===== src/rtl/sample_pkg.sv =====
// Shared types and constants for the sample pipeline drain stage.
package sample_pkg;

  localparam int SAMPLE_W = 32;
  localparam int SEQ_W    = 16;

  typedef enum logic [0:0] {
    ACCUM = 1'b0,
    EMIT  = 1'b1
  } stage4_state_t;

endpackage


===== src/rtl/sample_fifo.sv =====
// Circular-buffer FIFO with wrap-bit pointers; ignores push when full and pop when empty.
module sample_fifo #(
  parameter int WIDTH = 32,
  parameter int DEPTH = 8
) (
  input  logic                     clk,
  input  logic                     reset,
  input  logic                     push,
  input  logic [WIDTH-1:0]         push_data,
  input  logic                     pop,
  output logic [WIDTH-1:0]         head,
  output logic                     full,
  output logic                     empty,
  output logic [$clog2(DEPTH):0]   level
);

  localparam int AW = $clog2(DEPTH);

  logic [WIDTH-1:0] mem [DEPTH];
  logic [AW:0]      wr_ptr;
  logic [AW:0]      rd_ptr;
  logic             do_push;
  logic             do_pop;

  assign do_push = push && !full;
  assign do_pop  = pop && !empty;

  // Pointers carry one extra bit so full and empty are distinguishable when the indices match.
  assign empty = (wr_ptr == rd_ptr);
  assign full  = (wr_ptr[AW] != rd_ptr[AW]) && (wr_ptr[AW-1:0] == rd_ptr[AW-1:0]);
  assign level = wr_ptr - rd_ptr;
  assign head  = mem[rd_ptr[AW-1:0]];

  always_ff @(posedge clk) begin
    if (reset) begin
      wr_ptr <= '0;
      rd_ptr <= '0;
    end else begin
      if (do_push) wr_ptr <= wr_ptr + 1'b1;
      if (do_pop)  rd_ptr <= rd_ptr + 1'b1;
    end
  end

  always_ff @(posedge clk) begin
    if (do_push) mem[wr_ptr[AW-1:0]] <= push_data;
  end

endmodule


===== src/rtl/sample_stage4.sv =====
// Drain stage: buffers the unstallable to4_e stream, sums each group of GROUP entries
// and presents the sum on a valid/ready port, with sequence, drop and overflow status.
module sample_stage4
  import sample_pkg::*;
#(
  parameter int WIDTH = SAMPLE_W,
  parameter int DEPTH = 8,
  parameter int GROUP = 4
) (
  input  logic                     clk,
  input  logic                     reset,
  input  logic                     to4_eValid,
  input  logic [WIDTH-1:0]         to4_e,
  input  logic                     out_ready,
  output logic                     out_valid,
  output logic [WIDTH-1:0]         out_sum,
  output logic [SEQ_W-1:0]         out_seq,
  output logic [15:0]              drop_cnt,
  output logic                     overflow,
  output logic [$clog2(DEPTH):0]   fifo_level
);

  localparam int GW = (GROUP > 1) ? $clog2(GROUP) : 1;
  localparam logic [GW-1:0] LAST = GW'(GROUP - 1);

  stage4_state_t    state;
  logic [WIDTH-1:0] acc;
  logic [GW-1:0]    grp_cnt;
  logic [WIDTH-1:0] head;
  logic             full;
  logic             empty;
  logic             push;
  logic             pop;
  logic             drop;

  // Full comes from the registered level, so a same-cycle pop never rescues a write.
  assign push = to4_eValid && !full;
  assign drop = to4_eValid && full;
  assign pop  = (state == ACCUM) && !empty;

  sample_fifo #(
    .WIDTH (WIDTH),
    .DEPTH (DEPTH)
  ) u_fifo (
    .clk       (clk),
    .reset     (reset),
    .push      (push),
    .push_data (to4_e),
    .pop       (pop),
    .head      (head),
    .full      (full),
    .empty     (empty),
    .level     (fifo_level)
  );

  always_ff @(posedge clk) begin
    if (reset) begin
      drop_cnt <= '0;
      overflow <= 1'b0;
    end else if (drop) begin
      if (drop_cnt != 16'hFFFF) drop_cnt <= drop_cnt + 16'd1;
      overflow <= 1'b1;
    end
  end

  always_ff @(posedge clk) begin
    if (reset) begin
      state     <= ACCUM;
      acc       <= '0;
      grp_cnt   <= '0;
      out_valid <= 1'b0;
      out_sum   <= '0;
      out_seq   <= '0;
    end else begin
      case (state)
        ACCUM: begin
          if (pop) begin
            if (grp_cnt == LAST) begin
              out_sum   <= acc + head;
              out_valid <= 1'b1;
              acc       <= '0;
              grp_cnt   <= '0;
              state     <= EMIT;
            end else begin
              acc     <= acc + head;
              grp_cnt <= grp_cnt + GW'(1);
            end
          end
        end
        EMIT: begin
          if (out_ready) begin
            out_valid <= 1'b0;
            out_seq   <= out_seq + SEQ_W'(1);
            state     <= ACCUM;
          end
        end
        default: state <= ACCUM;
      endcase
    end
  end

endmodule


===== config.mk =====
export PLATFORM = sky130hd
export DESIGN_NAME = sample_stage4
export DESIGN_NICKNAME = d
export VERILOG_FILES = /design/src/rtl/sample_pkg.sv /design/src/rtl/sample_fifo.sv /design/src/rtl/sample_stage4.sv
export SDC_FILE = /design/constraint.sdc
export NUM_CORES = 1
export LEC_CHECK = 0
export ABC_AREA = 1
export ABC_CLOCK_PERIOD_IN_PS = 4200
export CAP_MARGIN = 10
export CORE_UTILIZATION = 54
export DETAILED_ROUTE_END_ITERATION = 10
export GPL_ROUTABILITY_DRIVEN = 0
export GPL_TIMING_DRIVEN = 0
export PLACE_DENSITY = 0.77
export SYNTH_ARGS = -nofsm -noshare
export SYNTH_HDL_FRONTEND = slang
export SYNTH_SLANG_ARGS = --single-unit

===== constraint.sdc =====
create_clock -name clk -period 4.2 [get_ports clk]
set_clock_uncertainty 0.15 [all_clocks]
set_input_delay 0.63 -clock clk [delete_from_list [all_inputs] [get_ports clk]]
set_output_delay 0.63 -clock clk [all_outputs]
set_load 0.02 [all_outputs]

Word level (Yosys, flattened, before mapping). Memories as Yosys holds them, arrays and structs flattened. A register that Yosys moved wholly into a read port is not among the register bits. Cells that the tools add are included.

$add $sub $neg: 7. Multipliers: 0. Divide/modulo/power cells: 0. $lt $le $gt $ge: 0. Eq/ne operators: 8. Shift operators: 0. Muxes and demuxes: 14. Bitwise operators: 1. Reduce and logical (&&, ||, !) cells: 13.

Operators with widths (number): $add A16 B1 Y16 const B (2); $add A32 B32 Y32 (1); $mux W32 (1); $ne A16 B16 Y1 const B (1); $add A4 B1 Y4 const B (2); $mux W1 (8); $logic_and A1 B1 Y1 (6); $mux W3 (2); $reduce_and A2 Y1 (3); $reduce_and A3 Y1 (2); $eq A4 B4 Y1 (1); $ne A2 B1 Y1 const B (2); $pmux W1 S2 (2); $sub A4 B4 Y4 (1); $eq A3 B3 Y1 (1); $add A2 B1 Y2 const B (1); $eq A2 B2 Y1 const B (1); $logic_not A1 Y1 (2); $mux W2 (1); $ne A2 B2 Y1 const B (1); $ne A1 B1 Y1 (1); $not A1 Y1 (1).

Register bits after elaboration: 109. Latch bits: 0. Memory bits (writable): 256. ROM bits: 0. Bits of input ports: 36. Output and inout port bits: 70. Logic and storage cells: 54. Memories kept: 1.

Memory list: u_fifo.mem (depth 8, bits a word 32, rd ports 1, clocked after Yosys merged registers in 1, write ports 1, line sample_fifo.sv:19) `logic [WIDTH-1:0] mem [DEPTH];`.

Depth between registers and ports, before layout. Gate-level depths: netlist of run 1.

Depth in word-level cells: 7. Mapped depth: 23. Mapped depth without buffers: 20.

By module. From an unflattened synthesis of run 1, not the netlist that was laid out.

Cells, all modules: 1948. Area total of the unflattened synthesis: 17118.9 µm².

Modules (own cells, without submodules): sample_fifo (times used 1, cells each 886, area each 10694.0 µm², seq. area each 7907.6 µm²); sample_stage4 (times used 1, cells each 1062, area each 6424.9 µm², seq. area each 2021.9 µm²).

Least setup slack after synthesis of run 1. No wires, ideal clock.

Path type: register to register. Start point: register u_fifo.wr_ptr[0]. End point: memory u_fifo.mem[6][0], enable pin. Setup time: 0.461 ns. Data arrival time: 3.546 ns. Data required time: 3.589 ns. Setup slack: 0.043 ns. Cell stages (with the launch flop): 10. Buffers on the path: 0. Clock period less this slack: 4.157 ns. Cells stage by stage: dfxtp_1 inv_1 ha_1 inv_1 nor3_4 nand2_1 nand2_1 inv_1 nand2_1 nor3_1.

Longest elaborated chain between the ends: 7.

Ends and longest elaborated chain: start, declared (line sample_fifo.sv:20) `logic [AW:0] wr_ptr;`; start signal, assigned (line sample_fifo.sv:39) `if (do_push) wr_ptr <= wr_ptr + 1'b1;`; $eq A3 B3 Y1 (line sample_fifo.sv:30) `assign full = (wr_ptr[AW] != rd_ptr[AW]) && (wr_ptr[AW-1:0] == rd_ptr[AW-1:0]);`; $logic_and A1 B1 Y1 (line sample_fifo.sv:30); $logic_not A1 Y1 (line sample_fifo.sv:25, sample_stage4.sv:37); $logic_and A1 B1 Y1 (line sample_stage4.sv:37) `assign push = to4_eValid && !full;`; $logic_and A1 B1 Y1 (line sample_fifo.sv:25) `assign do_push = push && !full;`; $mux W1 (line sample_fifo.sv:45) `if (do_push) mem[wr_ptr[AW-1:0]] <= push_data;`; $mux W1 (implied by the code) (line sample_fifo.sv:45); end, declared (line sample_fifo.sv:19).

Parallel ways exist; a longest one is shown, timed or not.

==> key figures, run 1 <==
Synthesis
  – Synth area leader: edfxtp_1
  – Xor/xnor share of the synthesized area: 0.0151
  – Post-Synthesis Cells: ~1.8k
  – Net Count, Synth: 1,918
  – Post-synth EDFFs: around 260
  – Post-synthesis mux area share: 0
  – Most used DFF post-synth: edfxtp_1
  – Synth warnings: 0
  – Compound-Gate Fraction of Synth Area: 0.114
  – Post-Synth Simple-Gate Area: 0.188
  – Syn Std Cell Area: 0.0168 mm^2
  – Count of different cell masters after synthesis: 38
  – Sequential area share after synthesis: 0.590
  – Ys async rst share: 0
  – Post-Syn Area per Cell: 9.15 um^2
  – Largest family of logic cells by synthesized area: simple AND/OR/NAND/NOR gates
  – Post-Synth Adder-Cell Area: 0.0314
  – Dominant cells by area after synthesis: edfxtp_1 (46%), dfxtp_1 (13%), nand2_1 (9.0%), nor2_1 (6.5%), o21ai_0 (4.6%)
  – Top cell type's share of synthesized area: 0.456
  – Post-synthesis register bit count: 368

Clock tree
  – H-tree levels: 2
  – CTS sink count: 368
  – Post-CTS Setup Repair Bufs: 0
  – CTS root buffer: clkbuf_16
  – Reg clk slew, reported paths: approximately 0.070 ns
  – CTS Buffer Depth: 3
  – CTS tree: done
  – Cts bufs inserted: 38
  – Worst-Skew Late Latency: 0.54 ns

Power and ir drop
  – Power Density: 673 mW/mm^2
  – Max VDD drop: about 370 uV
  – Static Leak: 7.93 nW

Floorplanning
  – Chip width: 179 um
  – Die Y: between 150 and 200 um
  – Cell row count: 64
  – Core Box Area: 0.0307 mm^2
  – Initial Util: 0.549
  – I/O Pins: approximately 110
  – Die Area: approximately 0.032 mm^2

Hold path
  – Hold Crit Class: flip-flop to flip-flop

Setup path
  – Worst Path Arrival: 4.28 ns
  – Type of origin of the critical path: flip-flop
  – Crit path cell chain: inv_1 > buf_2 > buf_2 > clkbuf_1 > o21ai_0 > o22ai_1 > nor2_1 > a31oi_1 > ha_1 > nand2_1 > inv_1 > nand2_1 > nand2_1 > inv_1 > nand3_1 > nand2_1 > nand2_1 > nand2_1 > nand2_1 > o21ai_0 > nand2_1 > inv_1
  – Slowest library cell on the worst path: clkbuf_1
  – CP max FO: 10
  – Max incr delay on CP: 0.44 ns
  – Crit Path Category: flip-flop to flip-flop
  – Cell mode on critical path: nand2_1
  – Req. time, crit path: ~4.5 ns
  – CP Capture Type: flip-flop

Job
  – Max Cap Viol: 0

Cells and area
  – Cell area after layout: 0.0199 mm^2
  – Utilization after layout: 0.648
  – Final Net Count: 2,072
  – Area of the multi-input gates: 0.00593 mm^2
  – Area delta synth->final: 18.1%
  – Final Non-Filler Cells: 2,418
  – Antenna Cells: 0
  – # fillers: 2,386
  – Layout cell share with drive strength beyond 1: 0.0554
  – Register Area: 0.00993 mm^2

Place
  – Placed Area: about 0.019 mm^2
  – Dpl cells: approximately 2.4k
  – Number of buffers added on ports: 104
  – Detailed-placement wirelength estimate: slightly below 30,000 um
  – Pre-CTS setup slack: 0.157 ns

Global route
  – M3 GR Usage: 0.0377
  – Global route hottest layer: met2
  – Vias in the first global route: 12.6k
  – GR Layer Usage met2: 0.453
  – GRT Residual Overflow: 0
  – Routing usage on met1: 0.359
  – First-pass GRT wire length: 66,000 um
  – Total GRT Usage: 0.272
  – Antenna violations before repair: 0
  – Largest net degree at the start of global routing: 29

STA
  – Final setup TNS: 0 ns
  – Final setup margin: 0.253 ns
  – Final Hold Fails: 0
  – Worst slew margin: 0.491
  – Worst slew pin tran: 0.759 ns
  – Minimum clock period: 3.95 ns
  – Setup violations, final: 0
  – Crit share post-route: 0.940
  – RSZ-0062 raised after global routing: no
  – Max frequency: 253 MHz
  – Max-slew violation count: 0

Route
  – Wirelength per Cell: 17.6 um
  – DRT Pass-1 Iters: 6
  – Aggregate routed wire length: 42,600 um
  – Total number of vias: 13.5k
  – Antenna Nets Post-Route: 0
  – Vias/cell: 5.59
  – 1st-iter DRT viols: approximately 1.4k
  – Residual DRC count: 0

Run status
  – Outcome: completed
synth_stat cells, drive strengths merged, types with 9 or more instances:
master  number
clkbuf      44
nand3       56
nand2      406
nor2       295
xor2        20
inv        187
ha          39
o21a        21
nor3        10
o22ai       31
edfxtp     256
a31oi       33
nand3b      11
buf         30
a21oi       94
xnor2        9
o21ai      159
dfxtp      112
what timing repair did:
| action | 4_1_cts | 5_1_grt |
|---|---|---|
| gates resized for setup | 0 | 17 |
| endpoints found under the setup margin | 0 | 23 |
| hold buffers | 0 | 0 |
sequential cells by signal, summed over array words and instances, names as in the netlist, 2 cells and up, named ones only:
signal and count:
u_fifo.mem 256, acc 32, grp_cnt 2, out_seq 16
u_fifo.rd_ptr 4, out_sum 32, u_fifo.wr_ptr 4, drop_cnt 16
power breakdown:
part	switching, W	internal, W
registers	0.000128	0.00413
clock network	0.00138	0.00197
logic	0.00395	0.00183
total	0.00545	0.00793
path summary, 6_finish.rpt:
| check | startpoint | to | slack, ns | cells past startpoint |
|---|---|---|---|---|
| setup / recovery | flip-flop | out_sum[17]$_SDFFE_PP0P_ | 0.25 | 22 |
| hold / removal | out_sum[3]$_SDFFE_PP0P_ | out_sum[3]$_SDFFE_PP0P_ | 0.31 | 2 |
| setup reg to reg | flip-flop | out_sum[17]$_SDFFE_PP0P_ | 0.25 | 22 |
| hold reg to reg | out_sum[3]$_SDFFE_PP0P_ | out_sum[3]$_SDFFE_PP0P_ | 0.31 | 2 |
final cells by class:
cell class	count	area share
repair buffers	114	0.0626
multi-input cells	1212	0.298
flip-flops and latches	368	0.499
well taps	396	0.0249
plain buffers	74	0.0176
inverters	187	0.0353
clock buffers	55	0.0541
clock inverters	12	0.00755
kinds of logic after synthesis:
family | after synthesis
fa+ha+maj | 41
compound gates | 350
xor+xnor | 29
simple gates | 792
flops | 368
buf+inv | 261
layout by cell type, fill, tap and decap left out, types with 39 or more instances in the layout:
cell / instances
clkbuf_16: 39
nand3_1: 56
nor2_1: 285
inv_1: 182
nand2_1: 404
clkdlybuf4s50_1: 104
o21ai_0: 154
a21oi_1: 93
clkbuf_1: 48
ha_1: 39
edfxtp_1: 256
dfxtp_1: 112
stage by stage:
step	hold WS [ns]	total power, W
detailed placement	0.307	0.00993
floorplan	0.293	0.00813
CTS	0.316	0.0133
global route	0.336	0.0141
finish	0.314	0.0134
global placement	0.300	0.00980
critical path, delay by kind of cell, from the launching register on:
family                     cells  cell delay (ns)
AOI/OAI and AO/OA              4             0.93
adders and majority gates      1             0.38
buffers and inverters          7             1.18
DFF                            1             0.33
and+or+nand+nor               10             0.92
per-layer routing:
metal	vias up	part of all wire
met5	-	0
met4	0	0.031
met3	115	0.081
met2	639	0.48
met1	6294	0.41
li1	6465	-
Power figures use the tool's default switching activity.
==> run 2, diff against run 1 <==
--- a/config.mk
+++ b/config.mk
@@ -6,13 +6,13 @@
 export NUM_CORES = 1
 export LEC_CHECK = 0
 export ABC_AREA = 1
-export ABC_CLOCK_PERIOD_IN_PS = 4200
+export ABC_CLOCK_PERIOD_IN_PS = 3300
 export CAP_MARGIN = 10
 export CORE_UTILIZATION = 54
 export DETAILED_ROUTE_END_ITERATION = 10
 export GPL_ROUTABILITY_DRIVEN = 0
 export GPL_TIMING_DRIVEN = 0
-export PLACE_DENSITY = 0.77
+export PLACE_DENSITY_LB_ADDON = 0.15
 export SYNTH_ARGS = -nofsm -noshare
 export SYNTH_HDL_FRONTEND = slang
 export SYNTH_SLANG_ARGS = --single-unit
==> constraint.sdc (replaced) <==
create_clock -name clk -period 3.3 [get_ports clk]
set_clock_uncertainty 0.15 [all_clocks]
set_input_delay 0.495 -clock clk [delete_from_list [all_inputs] [get_ports clk]]
set_output_delay 0.495 -clock clk [all_outputs]
set_load 0.02 [all_outputs]
==> key figures, run 2 (same netlist as run 1, synthesis figures left out) <==
Run status
  – Outcome: completed

Clock tree
  – CTS tree: done
  – CTS root buffer: clkbuf_16
  – CTS sink count: 368 (unchanged)
  – Cts bufs inserted: 38 (unchanged)
  – CTS Buffer Depth: 3 (unchanged)
  – Reg clk slew, reported paths: 0.06 ns (about the same)
  – Worst-Skew Late Latency: 0.54 ns (about the same)
  – H-tree levels: 2 (unchanged)

Setup path
  – Crit Path Category: flip-flop to flip-flop
  – CP max FO: 10 (unchanged)
  – Worst Reg-to-Reg Cells: 19 (-14%)
  – Req. time, crit path: 3.63 ns (-0.91 ns)
  – Worst R2R End: out_sum[18]$_SDFFE_PP0P_
  – CP Capture Type: flip-flop
  – Worst Path Arrival: 3.61 ns (-0.67 ns)
  – R2R setup slack: 0.02 ns (-0.24 ns)
  – Type of origin of the critical path: flip-flop

Global route
  – GRT Residual Overflow: 0 (unchanged)
  – Antenna violations before repair: 0 (unchanged)
  – Vias in the first global route: 12.8k (+1.5%)
  – Total GRT Usage: 0.279 (+0.00752)
  – First-pass GRT wire length: 67,700 um (+2.5%)
  – Largest net degree at the start of global routing: 24 (-17%)

Cells and area
  – Number of flip-flops in the largest register: 256 (unchanged)
  – Area of the multi-input gates: 0.00672 mm^2 (+13%)
  – # fillers: 2,365 (-0.88%)
  – Utilization after layout: 0.679 (+0.0311)
  – Register Area: 0.00993 mm^2 (about the same)
  – Area delta synth->final: 23.7%
  – Antenna Cells: 0 (unchanged)
  – Layout cell share with drive strength beyond 1: 0.123 (+0.0681)
  – Final Net Count: 2,075 (+0.14%)
  – Cell area after layout: 0.0208 mm^2 (+4.8%)
  – Commonest cells after routing, fill and taps aside: nand2_1 (388), nor2_1 (270), edfxtp_1 (256), inv_1 (181), o21ai_0 (146)
  – Commonest non-fill, non-tap cell in the layout: nand2_1

Floorplanning
  – Initial Util: 0.549 (unchanged)
  – Cell row count: 64 (unchanged)
  – I/O Pins: 106 (unchanged)
  – Chip width: 179 um (unchanged)
  – Die Y: 179 um (unchanged)
  – Core Box Area: 0.0307 mm^2 (unchanged)
  – Die Area: 0.0319 mm^2 (unchanged)

Power and ir drop
  – Tot Pwr: 0.0183 W (+37%)
  – Max VDD drop: 565 uV (+51%)
  – Static Leak: 8.13 nW (+2.6%)
  – Power Density: 879 mW/mm^2 (+31%)

Job
  – Max Cap Viol: 0 (unchanged)

Route
  – Total number of vias: 13.5k (+0.25%)
  – 1st-iter DRT viols: 1,156 (-19%)
  – Wirelength per Cell: 18.5 um (+4.8%)
  – DRT Pass-1 Iters: 5 (-1)
  – Residual DRC count: 0 (unchanged)
  – Aggregate routed wire length: 44,700 um (+4.9%)
  – Vias/cell: 5.60 (+0.13%)
  – Antenna Nets Post-Route: 0 (unchanged)

Hold path
  – Hold path cells: 2 (unchanged)
  – Hold Crit Class: flip-flop to flip-flop
  – Hold Path End: overflow$_SDFFE_PP0P_
  – Min-delay src: overflow$_SDFFE_PP0P_

STA
  – Final Hold Fails: 0 (unchanged)
  – Setup violations, final: 0 (unchanged)
  – Worst slew pin tran: 0.787 ns (+0.0286 ns)
  – Worst slew margin: 0.475 (-0.0163)
  – RSZ-0062 raised after global routing: yes
  – Max frequency: 305 MHz (+20%)
  – Final setup TNS: 0 ns (unchanged)
  – Max-slew violation count: 0 (unchanged)
  – Minimum clock period: 3.28 ns (-0.663 ns)
  – Crit share post-route: 0.995 (+0.0554)

Place
  – Placed Area: 0.0187 mm^2 (+0.15%)
  – Detailed-placement wirelength estimate: 30,300 um (+2.3%)
  – Number of buffers added on ports: 104 (unchanged)
## run 2: changes by cell type in the layout (fill, tap and decap cells not counted), moves of 15 or more
cell,delta
ha_1,-22
nand2_2,+15
clkbuf_1,-25
nor2_1,-15
ha_4,+21
a31oi_1,-24
nand2_1,-16
## run 2: metal layers
metal  vias up  routed length, um  part of all wire  track usage
met5         -                  0                 0            0
met3        96               2870             0.064       0.0386
met1      6472              18800              0.42        0.369
met2       507              21800              0.49        0.475
li1       6472                  -                 -            -
met4         0               1240             0.028       0.0862
## run 2: what timing repair did
| item | CTS | global route |
|---|---|---|
| hold buffers | 0 | 0 |
| setup buffers | 2 | 1 |
| gates resized for setup | 87 | 146 |
| endpoints found under the hold margin | 0 | 0 |
| endpoints found under the setup margin | 60 | 50 |
| pin swaps | 4 | 15 |
| cloned | 0 | 1 |
## run 2: final cells by class
| type | count | share of cell area |
|---|---|---|
| well taps | 396 | 0.0238 |
| clock inverters | 21 | 0.00967 |
| clock buffers | 46 | 0.0476 |
| repair buffers | 117 | 0.0621 |
| flip-flops and latches | 368 | 0.477 |
| plain buffers | 74 | 0.0239 |
| inverters | 187 | 0.0337 |
| multi-input cells | 1212 | 0.323 |
## run 2: worst max-delay path, stage by stage (launching register included)
cell and delay [ns]:
dfxtp_2 0.34, inv_2 0.08, buf_6 0.13, clkbuf_1 0.44, o21ai_0 0.26, a31oi_4 0.31, ha_4 0.26, nand2_1 0.16
inv_1 0.09, nand2_1 0.09, nand2_1 0.11, nand2_1 0.08, nand2_1 0.09, inv_1 0.10, nand2_1 0.07, nand2_1 0.07
nand2_1 0.10, o21ai_0 0.16, nand2_1 0.06, inv_1 0.07
## run 2: power by group
part           switching (W)  total [W]  internal (W)  leakage (nW)
Combinational        0.00558    0.00870       0.00312          4.31
Sequential          0.000202    0.00546       0.00526          3.24
Clock                0.00177    0.00416       0.00239         0.586
Total                0.00755     0.0183        0.0108          8.13
## run 2: worst max path at each step
| stage | end | slack, ns | depth (start not counted) |
|---|---|---|---|
| 2_1_floorplan | u_fifo.mem[0][0]$_DFFE_PP_ | 0.01 | 9 |
| 3_3_place_gp | u_fifo.mem[0][28]$_DFFE_PP_ | -1.36 | 9 |
| 3_5_place_dp | out_sum[30]$_SDFFE_PP0P_ | -0.80 | 23 |
| 4_1_cts | out_sum[23]$_SDFFE_PP0P_ | 0.002 | 17 |
| 5_1_grt | out_sum[18]$_SDFFE_PP0P_ | -0.06 | 20 |
| 6_report | out_sum[18]$_SDFFE_PP0P_ | 0.02 | 19 |
## run 2: per-stage QoR
stage	instances	setup slack (ns)	hold WS, ns
6_report	2421	0.0160	0.306
5_1_grt	2421	-0.0620	0.329
4_1_cts	2419	0.00197	0.306
3_5_place_dp	2350	-0.796	0.296
3_3_place_gp	2341	-1.36	0.287
2_1_floorplan	1841	0.0146	0.293
==> run 3, diff against run 2 <==
--- a/config.mk
+++ b/config.mk
@@ -12,7 +12,9 @@
 export DETAILED_ROUTE_END_ITERATION = 10
 export GPL_ROUTABILITY_DRIVEN = 0
 export GPL_TIMING_DRIVEN = 0
+export MAX_ROUTING_LAYER = met4
 export PLACE_DENSITY_LB_ADDON = 0.15
 export SYNTH_ARGS = -nofsm -noshare
 export SYNTH_HDL_FRONTEND = slang
+export SYNTH_HIERARCHICAL = 1
 export SYNTH_SLANG_ARGS = --single-unit
==> key figures, run 3 <==
Cells and area
  – Final Non-Filler Cells: 2,532 (+4.6%)
  – Final Net Count: 2,189 (+5.5%)
  – Layout cell share with drive strength beyond 1: 0.0908 (-0.0326)
  – Area delta synth->final: 19.7%
  – Commonest cells after routing, fill and taps aside: nand2_1 (462), nor2_1 (327), edfxtp_1 (256), inv_1 (200), o21ai_0 (166)
  – Commonest non-fill, non-tap cell in the layout: nand2_1
  – Utilization after layout: 0.663 (-0.0165)
  – # fillers: 2,473 (+4.6%)
  – Antenna Cells: 0 (unchanged)
  – Number of flip-flops in the largest register: 256 (unchanged)

Job
  – Max Cap Viol: 0 (unchanged)

Route
  – Residual DRC count: 0 (unchanged)
  – Aggregate routed wire length: 43,800 um (-2.0%)
  – DRT met1 WL: 18,500 um (-1.4%)
  – DRT Pass-1 Iters: 5 (unchanged)
  – Total number of vias: 13.8k (+1.5%)
  – Wire length on met3: 3060 um (+6.6%)
  – 1st-iter DRT viols: 1,119 (-3.2%)
  – Antenna Nets Post-Route: 0 (unchanged)
  – Metal2 WL: 21,200 um (-2.8%)
  – Wirelength per Cell: 17.3 um (-6.3%)
  – Max Used Layer: met4
  – Vias/cell: 5.43 (-2.9%)

Place
  – Detailed-placement wirelength estimate: 30,500 um (+0.46%)
  – Dpl cells: 2,460 (+4.7%)
  – Number of buffers added on ports: 105 (+0.96%)

Clock tree
  – CTS Buffer Depth: 3 (unchanged)
  – CTS Hold Bufs: 0 (unchanged)
  – CTS tree: done
  – H-tree levels: 2 (unchanged)
  – Cts bufs inserted: 39 (+2.6%)
  – Reg clk slew, reported paths: 0.06 ns (about the same)
  – Worst-Skew Late Latency: 0.54 ns (about the same)
  – CTS sink count: 368 (unchanged)
  – CTS root buffer: clkbuf_16

Setup path
  – CP Capture Type: flip-flop
  – Req. time, crit path: 3.57 ns (-0.06 ns)
  – Crit Path Category: flip-flop to flip-flop
  – CP max FO: 10 (unchanged)
  – Type of origin of the critical path: flip-flop
  – Worst Path Arrival: 3.45 ns (-0.16 ns)

Floorplanning
  – Die Area: 0.0324 mm^2 (+1.6%)
  – Initial Util: 0.554 (+0.00472)
  – Cell row count: 64 (unchanged)
  – Core Box Area: 0.0309 mm^2 (+0.78%)
  – I/O Pins: 106 (unchanged)
  – Die Y: 180 um (+0.81%)
  – Chip width: 180 um (+0.81%)

Global route
  – Largest net degree at the start of global routing: 27 (+13%)
  – Vias in the first global route: 13.1k (+2.6%)
  – GRT Residual Overflow: 0 (unchanged)
  – Antenna violations before repair: 0 (unchanged)
  – First-pass GRT wire length: 68,400 um (+1.1%)
  – Total GRT Usage: 0.277 (-0.00228)

Synthesis
  – Post-synth EDFFs: 256 (unchanged)
  – Dominant cells by area after synthesis: edfxtp_1 (45%), dfxtp_1 (13%), nand2_1 (10%), nor2_1 (7.4%), o21ai_0 (5.1%)
  – Sequential area share after synthesis: 0.580 (-0.00957)
  – Top cell type's share of synthesized area: 0.449 (-0.00741)
  – Synth area leader: edfxtp_1
  – Post-Synthesis Cells: 1,948 (+5.8%)
  – Most frequent cell after synthesis: nand2_1
  – Count of different cell masters after synthesis: 43 (+13%)
  – Synth warnings: 6 (+6)
  – Top cells by count, synth: nand2_1 (472), nor2_1 (337), edfxtp_1 (256)
  – Most used DFF post-synth: edfxtp_1
  – Net Count, Synth: 2,025 (+5.6%)
  – Post-Syn Area per Cell: 8.79 um^2 (-3.9%)
  – Ys async rst share: 0 (unchanged)
  – Syn Std Cell Area: 0.0171 mm^2 (+1.6%)
  – Post-synthesis register bit count: 368 (unchanged)

STA
  – Max-slew violation count: 0 (unchanged)
  – Crit share post-route: 0.964 (-0.0314)
  – Max frequency: 314 MHz (+3.3%)
  – Worst slew pin tran: 0.762 ns (-0.0258 ns)
  – Worst slew margin: 0.492 (+0.0172)
  – Minimum clock period: 3.18 ns (-0.104 ns)
  – Final Hold Fails: 0 (unchanged)
  – Setup violations, final: 0 (unchanged)
  – Hold_ws: 0.319 ns (+0.0133 ns)

Power and ir drop
  – Power Density: 874 mW/mm^2 (-0.53%)
  – Static Leak: 8.42 nW (+3.5%)
  – Max VDD drop: 553 uV (-2.2%)
  – Tot Pwr: 0.0179 W (-2.2%)

Hold path
  – Hold Crit Class: flip-flop to flip-flop
  – Min-delay src: acc[23]$_SDFFE_PP0P_

Run status
  – Outcome: completed
## run 3: worst paths after layout
| check | to | slack, ns | cells after the start |
|---|---|---|---|
| max | out_sum[20]$_SDFFE_PP0P_ | 0.12 | 19 |
| min | acc[23]$_SDFFE_PP0P_ | 0.32 | 2 |
| max reg2reg | out_sum[20]$_SDFFE_PP0P_ | 0.12 | 19 |
| min reg2reg | acc[23]$_SDFFE_PP0P_ | 0.32 | 2 |
## run 3: cell families (layout without fill, tap and decap cells)
group / after synthesis / after routing / synth area share
AO/OA/AOI/OAI: 328 / 328 / 0.0973
XOR/XNOR: 23 / 23 / 0.0118
adder cells (fa/ha/maj): 41 / 41 / 0.0308
buffers and inverters: 276 / 464 / 0.0674
flip-flops: 368 / 368 / 0.580
AND/OR/NAND/NOR: 912 / 912 / 0.213
## run 3: area by class of cell
| type | count | area, um^2 | share of cell area |
|---|---|---|---|
| Sequential cell | 368 | 9930 | 0.485 |
| Multi-Input combinational cell | 1304 | 6310 | 0.308 |
| Timing Repair Buffer | 124 | 1370 | 0.0669 |
| Clock buffer | 46 | 1030 | 0.0504 |
| Inverter | 204 | 766 | 0.0374 |
| Tap cell | 396 | 495 | 0.0242 |
| Buffer | 71 | 444 | 0.0217 |
| Clock inverter | 19 | 138 | 0.00672 |
## run 3: worst max-delay path, cell delays in order, from the launching register on
cell and delay (ns):
dfxtp_2 0.38, inv_1 0.09, buf_6 0.14, clkbuf_4 0.19
o21ai_1 0.15, o21ai_1 0.09, nand2_1 0.08, nand2_2 0.10
ha_4 0.20, fa_2 0.41, nand3_1 0.12, nand3_2 0.12
nand3_1 0.10, nand3b_1 0.18, nand2_1 0.14, nand2_1 0.06
nand2_1 0.05, nand2_1 0.11, o21ai_1 0.15, inv_1 0.06
## run 3: report_power, final
group,internal [W],switching [W]
Sequential,0.00527,0.000198
Combinational,0.00281,0.00557
Clock,0.00232,0.00175
## run 3: timing repair
item | 4_1_cts | 5_1_grt
setup buffers | 2 | 6
endpoints found under the setup margin | 72 | 164
pin swaps | 2 | 4
gates resized for setup | 14 | 86
## run 3: per-layer routing
layer / GRT usage / vias up
li1: - / 6704
met5: - / -
met4: 0.0896 / 0
met1: 0.355 / 6432
met3: 0.0350 / 101
met2: 0.459 / 519
## run 3: metrics by stage
stage / cell area, um^2 / setup WS, ns / TNS, ns
floorplan: 17100 / -0.374 / -62.62
global placement: 18700 / -1.69 / -369.11
detailed placement: 19000 / -0.288 / -6.10
CTS: 20200 / 0.0120 / 0
global route: 20500 / -0.0521 / -0.0903
finish: 20500 / 0.120 / 0
